`config.mk`:
```
export PLATFORM = sky130hd
export DESIGN_NAME = apb_master
export DESIGN_NICKNAME = d
export VERILOG_FILES = /design/src/rtl/apb_pkg.sv /design/src/rtl/apb_timeout_counter.sv /design/src/rtl/apb_master.sv
export SDC_FILE = /design/constraint.sdc
export NUM_CORES = 1
export LEC_CHECK = 0
export ABC_AREA = 0
export CORE_MARGIN = 2
export CORE_UTILIZATION = 39
export CTS_CLUSTER_DIAMETER = 30
export CTS_CLUSTER_SIZE = 30
export DETAILED_ROUTE_END_ITERATION = 10
export PLACE_DENSITY_LB_ADDON = 0.2
export SKIP_CTS_REPAIR_TIMING = 1
export SLEW_MARGIN = 5
export SYNTH_ARGS = -nofsm -noshare
export SYNTH_HDL_FRONTEND = slang
export SYNTH_SLANG_ARGS = --single-unit
```
`constraint.sdc`:
```
create_clock -name PCLK -period 1.9 [get_ports PCLK]
set_clock_uncertainty 0.05 [all_clocks]
set_input_delay 0.38 -clock PCLK [delete_from_list [all_inputs] [get_ports PCLK]]
set_output_delay 0.38 -clock PCLK [all_outputs]
set_load 0.01 [all_outputs]
```
`src/rtl/apb_pkg.sv`:
```
// Shared defaults and state encoding for the APB requester.
package apb_pkg;

    localparam int DATAWIDTH_DEF      = 32;
    localparam int ADDRWIDTH_DEF      = 8;
    localparam int TIMEOUT_CYCLES_DEF = 16;

    typedef enum logic [1:0] {
        ST_IDLE   = 2'b00,
        ST_SETUP  = 2'b01,
        ST_ACCESS = 2'b10,
        ST_RESP   = 2'b11
    } apb_state_e;

endpackage

```
`src/rtl/apb_timeout_counter.sv`:
```
// ACCESS-phase wait counter; expired_o flags the cycle whose increment reaches the limit.
module apb_timeout_counter (
    input  logic       clk_i,
    input  logic       rst_ni,
    input  logic       clear_i,
    input  logic       enable_i,
    input  logic [7:0] limit_i,
    output logic       expired_o
);

    logic [7:0] cnt_q;
    logic [7:0] cnt_d;

    always_comb begin
        cnt_d = cnt_q;
        if (clear_i) begin
            cnt_d = '0;
        end else if (enable_i) begin
            cnt_d = cnt_q + 8'd1;
        end
    end

    always_ff @(posedge clk_i or negedge rst_ni) begin
        if (!rst_ni) begin
            cnt_q <= '0;
        end else begin
            cnt_q <= cnt_d;
        end
    end

    assign expired_o = enable_i && (cnt_d == limit_i);

endmodule

```
`src/rtl/apb_master.sv`:
```
// Single-outstanding APB requester: cmd valid/ready in, SETUP/ACCESS on APB, one-entry response out.
// Optional ACCESS timeout abort enabled by defining APB_MASTER_TIMEOUT_EN.
module apb_master
    import apb_pkg::*;
#(
    parameter int DATAWIDTH      = DATAWIDTH_DEF,
    parameter int ADDRWIDTH      = ADDRWIDTH_DEF,
    parameter int TIMEOUT_CYCLES = TIMEOUT_CYCLES_DEF
) (
    input  logic                 PCLK,
    input  logic                 PRESETn,
    input  logic                 cmd_valid,
    output logic                 cmd_ready,
    input  logic                 cmd_write,
    input  logic [ADDRWIDTH-1:0] cmd_addr,
    input  logic [DATAWIDTH-1:0] cmd_wdata,
    output logic                 rsp_valid,
    input  logic                 rsp_ready,
    output logic [DATAWIDTH-1:0] rsp_rdata,
    output logic                 rsp_err,
    output logic [ADDRWIDTH-1:0] PADDR,
    output logic                 PWRITE,
    output logic                 PSEL,
    output logic                 PENABLE,
    output logic [DATAWIDTH-1:0] PWDATA,
    input  logic                 PREADY,
    input  logic [DATAWIDTH-1:0] PRDATA,
    output logic [1:0]           dbg_state_o
);

    if (TIMEOUT_CYCLES < 1 || TIMEOUT_CYCLES > 255) begin : g_bad_timeout
        $error("apb_master: TIMEOUT_CYCLES must be in 1..255");
    end

    apb_state_e state_q, state_d;

    logic [ADDRWIDTH-1:0] paddr_q, paddr_d;
    logic                 pwrite_q, pwrite_d;
    logic [DATAWIDTH-1:0] pwdata_q, pwdata_d;
    logic [DATAWIDTH-1:0] rdata_q, rdata_d;
    logic                 err_q, err_d;
    logic                 timeout_hit;

`ifdef APB_MASTER_TIMEOUT_EN
    localparam logic [7:0] TIMEOUT_LIMIT = 8'(TIMEOUT_CYCLES);

    apb_timeout_counter u_timeout (
        .clk_i     (PCLK),
        .rst_ni    (PRESETn),
        .clear_i   (state_q == ST_SETUP),
        .enable_i  ((state_q == ST_ACCESS) && !PREADY),
        .limit_i   (TIMEOUT_LIMIT),
        .expired_o (timeout_hit)
    );
`else
    assign timeout_hit = 1'b0;
`endif

    always_ff @(posedge PCLK or negedge PRESETn) begin
        if (!PRESETn) begin
            state_q <= ST_IDLE;
        end else begin
            state_q <= state_d;
        end
    end

    // PREADY is checked before the timeout so a completion on the limit edge is not an error.
    always_comb begin
        state_d = state_q;
        case (state_q)
            ST_IDLE:   if (cmd_valid) state_d = ST_SETUP;
            ST_SETUP:  state_d = ST_ACCESS;
            ST_ACCESS: if (PREADY || timeout_hit) state_d = ST_RESP;
            ST_RESP:   if (rsp_ready) state_d = ST_IDLE;
            default:   state_d = ST_IDLE;
        endcase
    end

    always_comb begin
        cmd_ready = (state_q == ST_IDLE);
        PSEL      = (state_q == ST_SETUP) || (state_q == ST_ACCESS);
        PENABLE   = (state_q == ST_ACCESS);
        rsp_valid = (state_q == ST_RESP);
    end

    always_comb begin
        paddr_d  = paddr_q;
        pwrite_d = pwrite_q;
        pwdata_d = pwdata_q;
        rdata_d  = rdata_q;
        err_d    = err_q;
        if (state_q == ST_IDLE && cmd_valid) begin
            paddr_d  = cmd_addr;
            pwrite_d = cmd_write;
            pwdata_d = cmd_wdata;
        end
        if (state_q == ST_ACCESS) begin
            if (PREADY) begin
                rdata_d = pwrite_q ? '0 : PRDATA;
                err_d   = 1'b0;
            end else if (timeout_hit) begin
                rdata_d = '0;
                err_d   = 1'b1;
            end
        end
    end

    always_ff @(posedge PCLK or negedge PRESETn) begin
        if (!PRESETn) begin
            paddr_q  <= '0;
            pwrite_q <= 1'b0;
            pwdata_q <= '0;
            rdata_q  <= '0;
            err_q    <= 1'b0;
        end else begin
            paddr_q  <= paddr_d;
            pwrite_q <= pwrite_d;
            pwdata_q <= pwdata_d;
            rdata_q  <= rdata_d;
            err_q    <= err_d;
        end
    end

    assign PADDR       = paddr_q;
    assign PWRITE      = pwrite_q;
    assign PWDATA      = pwdata_q;
    assign rsp_rdata   = rdata_q;
    assign rsp_err     = err_q;
    assign dbg_state_o = state_q;

endmodule

```
==> flow_summary_export.csv <==
group,metric,value,unit
yosys,synth.largest_area_cell,"dfrtp_1",
route,wirelength,7240,µm
clock_network,cts.clk_slew.worst_paths,0.08,ns
die,num_io_pins,158,
critical_path,cpPeakStageDelay,0.58,ns
route,final_antenna_net_count,0,
timing,fin_crit,1.76,ns
route,routedWlPerCell,14.3,µm
critical_path,cp_max_fo,5,
route,vias_per_cell,4.55,
grt,overflow,0,
placement,dp_hpwl,5180,µm
yosys,syn_nets,322,
critical_path,start_kind,"register",
clock_network,numCtsBuffers,9,
grt,grt_max_degree,65,
die,die_w,91.5,µm
route,remaining_drc_errors,0,
yosys,synthCells,241,
die,core_area,7330,µm²
clock_network,clock_latency,0.33,ns
yosys,avgSynthCellArea,12.4,µm²
status,outcome,"finished clean",
power_and_ir_drop,cellPowerDensity,1600,nW/µm²
cells_and_area,final_nets,483,
critical_path,slowest_stage,"clkdlybuf4s50_1",
grt,antenna_found_initial,0,
yosys,ys_ff_latch,75,
clock_network,tritoncts,"done",
route,vias,2300,
placement,place_inst,489,
yosys,ys_warn_count,0,
timing,post-route-period-util,92.6,%
critical_path,critPathKind,"reg2out",
timing,final-hold-violation-count,0,
yosys,synthTopCellsByArea,"dfrtp_1 63%, mux2_2 15%, nand2b_1 6.7%, o21ai_0 5.4%, nand2_1 4.3%",
timing,fmax,568,MHz
critical_path,crit_cells,1,
grt,grt_use_total,17.6,%
critical_path,crit_path_cell_trace,"clkdlybuf4s50_1",
cells_and_area,layout-drive-gt1-share,17.0,%
critical_path,cp_num_buf_inv,1,
critical_path,cp.required,1.47,ns
route,first_pass_iters,4,
critical_path,r2r_cells,5,
timing,slew_viol_final,0,
placement,io_buffers,156,
placement,gp_congestion,0.754,
die,start_util,40.7,%
timing,setup-tns-final,0,ns
cells_and_area,antenna_cells,0,
clock_network,cts_max_path_buffers,2,
critical_path,arrival,1.33,ns
hold_path,hold_class,"reg2reg",
critical_path,end_kind,"output pin",
grt,grt_pass1_wl,11500,µm
grt,first_global_vias,2273,
clock_network,root_buffer,"clkbuf_8",
power_and_ir_drop,leakage,2.17,nW
power_and_ir_drop,vdd_ir_drop_max,0.717,mV
die,die-area,8360,µm²
yosys,synth_area,2980,µm²
cells_and_area,layout.cells.non_filler,506,
job,drv_cap,0,
yosys,yosysUniqueCellTypes,15,
yosys,ys_seq_area_share,62.9,%
critical_path,critPathTopFamily,"buffers and inverters",
die,rows,31,
timing,rsz0062_at_grt,"no",
yosys,synth_top_area_share,62.9,%
cells_and_area,area_growth,66.4,%
hold_path,hold_depth,2,
clock_network,htree_levels,3,
die,die_y,91.5,µm
route,drt-initial-drc-count,66,
timing,setup_viol,0,
clock_network,cts.sink_count,75,
-- through the flow --
stage / util, % / total power, mW / setup WS [ns] / cell area [µm²] / hold slack (ns)
floorplan: - / 4.42 / 0.194 / 2980 / 0.0344
global placement: 64.2 / 6.57 / 0.0280 / 4710 / 0.281
detailed placement: 64.2 / 6.66 / 0.00195 / 4710 / 0.282
CTS: 67.3 / 8.06 / -0.255 / 4940 / -0.0900
global route: 67.7 / 8.48 / 0.0995 / 4960 / 0.458
finish: 67.7 / 7.96 / 0.141 / 4960 / 0.429
-- cell families (layout without fill, tap and decap cells) --
kind of cell	count (synthesis)	after routing	share of synthesized area (%)
simple gates	67	67	11.1
fa+ha+maj	3	3	1.26
flops	75	75	62.9
mux	43	43	16.2
compound gates	33	33	5.70
buf+inv	19	185	2.68
other cells	1	1	0.126
-- cells in the final DEF (no fill, tap or decap) --
master / count
clkdlybuf4s50_1: 151
dfrtp_1: 74
mux2_2: 41
nand2_1: 33
nand2b_1: 32
o21ai_0: 32
clkbuf_8: 11
inv_1: 4
buf_4: 4
dlymetal6s2s_1: 4
buf_12: 4
ha_2: 2
bufinv_16: 2
inv_2: 1
nand2_2: 1
a222oi_1: 1
mux2_1: 1
nor2_1: 1
mux2i_1: 1
ha_1: 1
conb_1: 1
clkbuf_1: 1
clkinvlp_4: 1
clkinv_2: 1
dfrtp_2: 1
dlygate4sd3_1: 1
-- layout make-up --
cell class	instances	area, µm²
fillers	549	2370
flip-flops and latches	75	1880
repair buffers	164	1680
multi-input cells	147	1030
clock buffers	12	155
well taps	99	124
clock inverters	4	72.6
inverters	5	18.8
-- per-layer routing --
layer  vias up  global-route usage, %  wire length (µm)
met5         -                      0                 0
met4         0                   7.58               119
met3        10                   5.48               631
met2       100                   26.7              3420
met1      1074                   23.2              3080
li1       1116                      -                 -
-- worst paths after layout --
check                               startpoint              to  slack [ns]
worst max-delay path            dbg_state_o[1]  dbg_state_o[1]        0.14
worst min-delay path              rsp_rdata[3]    rsp_rdata[3]        0.43
worst max register to register  dbg_state_o[0]  dbg_state_o[1]        0.27
worst min register to register    rsp_rdata[3]    rsp_rdata[3]        0.43
max in group asynchronous              PRESETn  dbg_state_o[1]        0.81
min in group asynchronous              PRESETn      PWDATA[11]        0.45
-- power by group --
part / switching [mW] / internal (mW)
clock network: 0.561 / 0.810
registers: 0.387 / 2.38
logic: 1.50 / 2.33
-- sequential cells by signal (all words and copies together) (netlist names) --
register     cells
PWDATA          32
rsp_rdata       32
PADDR            8
dbg_state_o      2
PWRITE           1
-- cell usage after synthesis --
library cell / n
nor2_1: 1
mux2_1: 1
mux2i_1: 1
nand2b_1: 32
buf_2: 4
buf_4: 1
a222oi_1: 1
ha_1: 3
dfrtp_1: 75
o21ai_0: 32
nand2_1: 34
mux2_2: 41
conb_1: 1
clkbuf_1: 9
inv_1: 5
(Power assumes the default switching activity.)
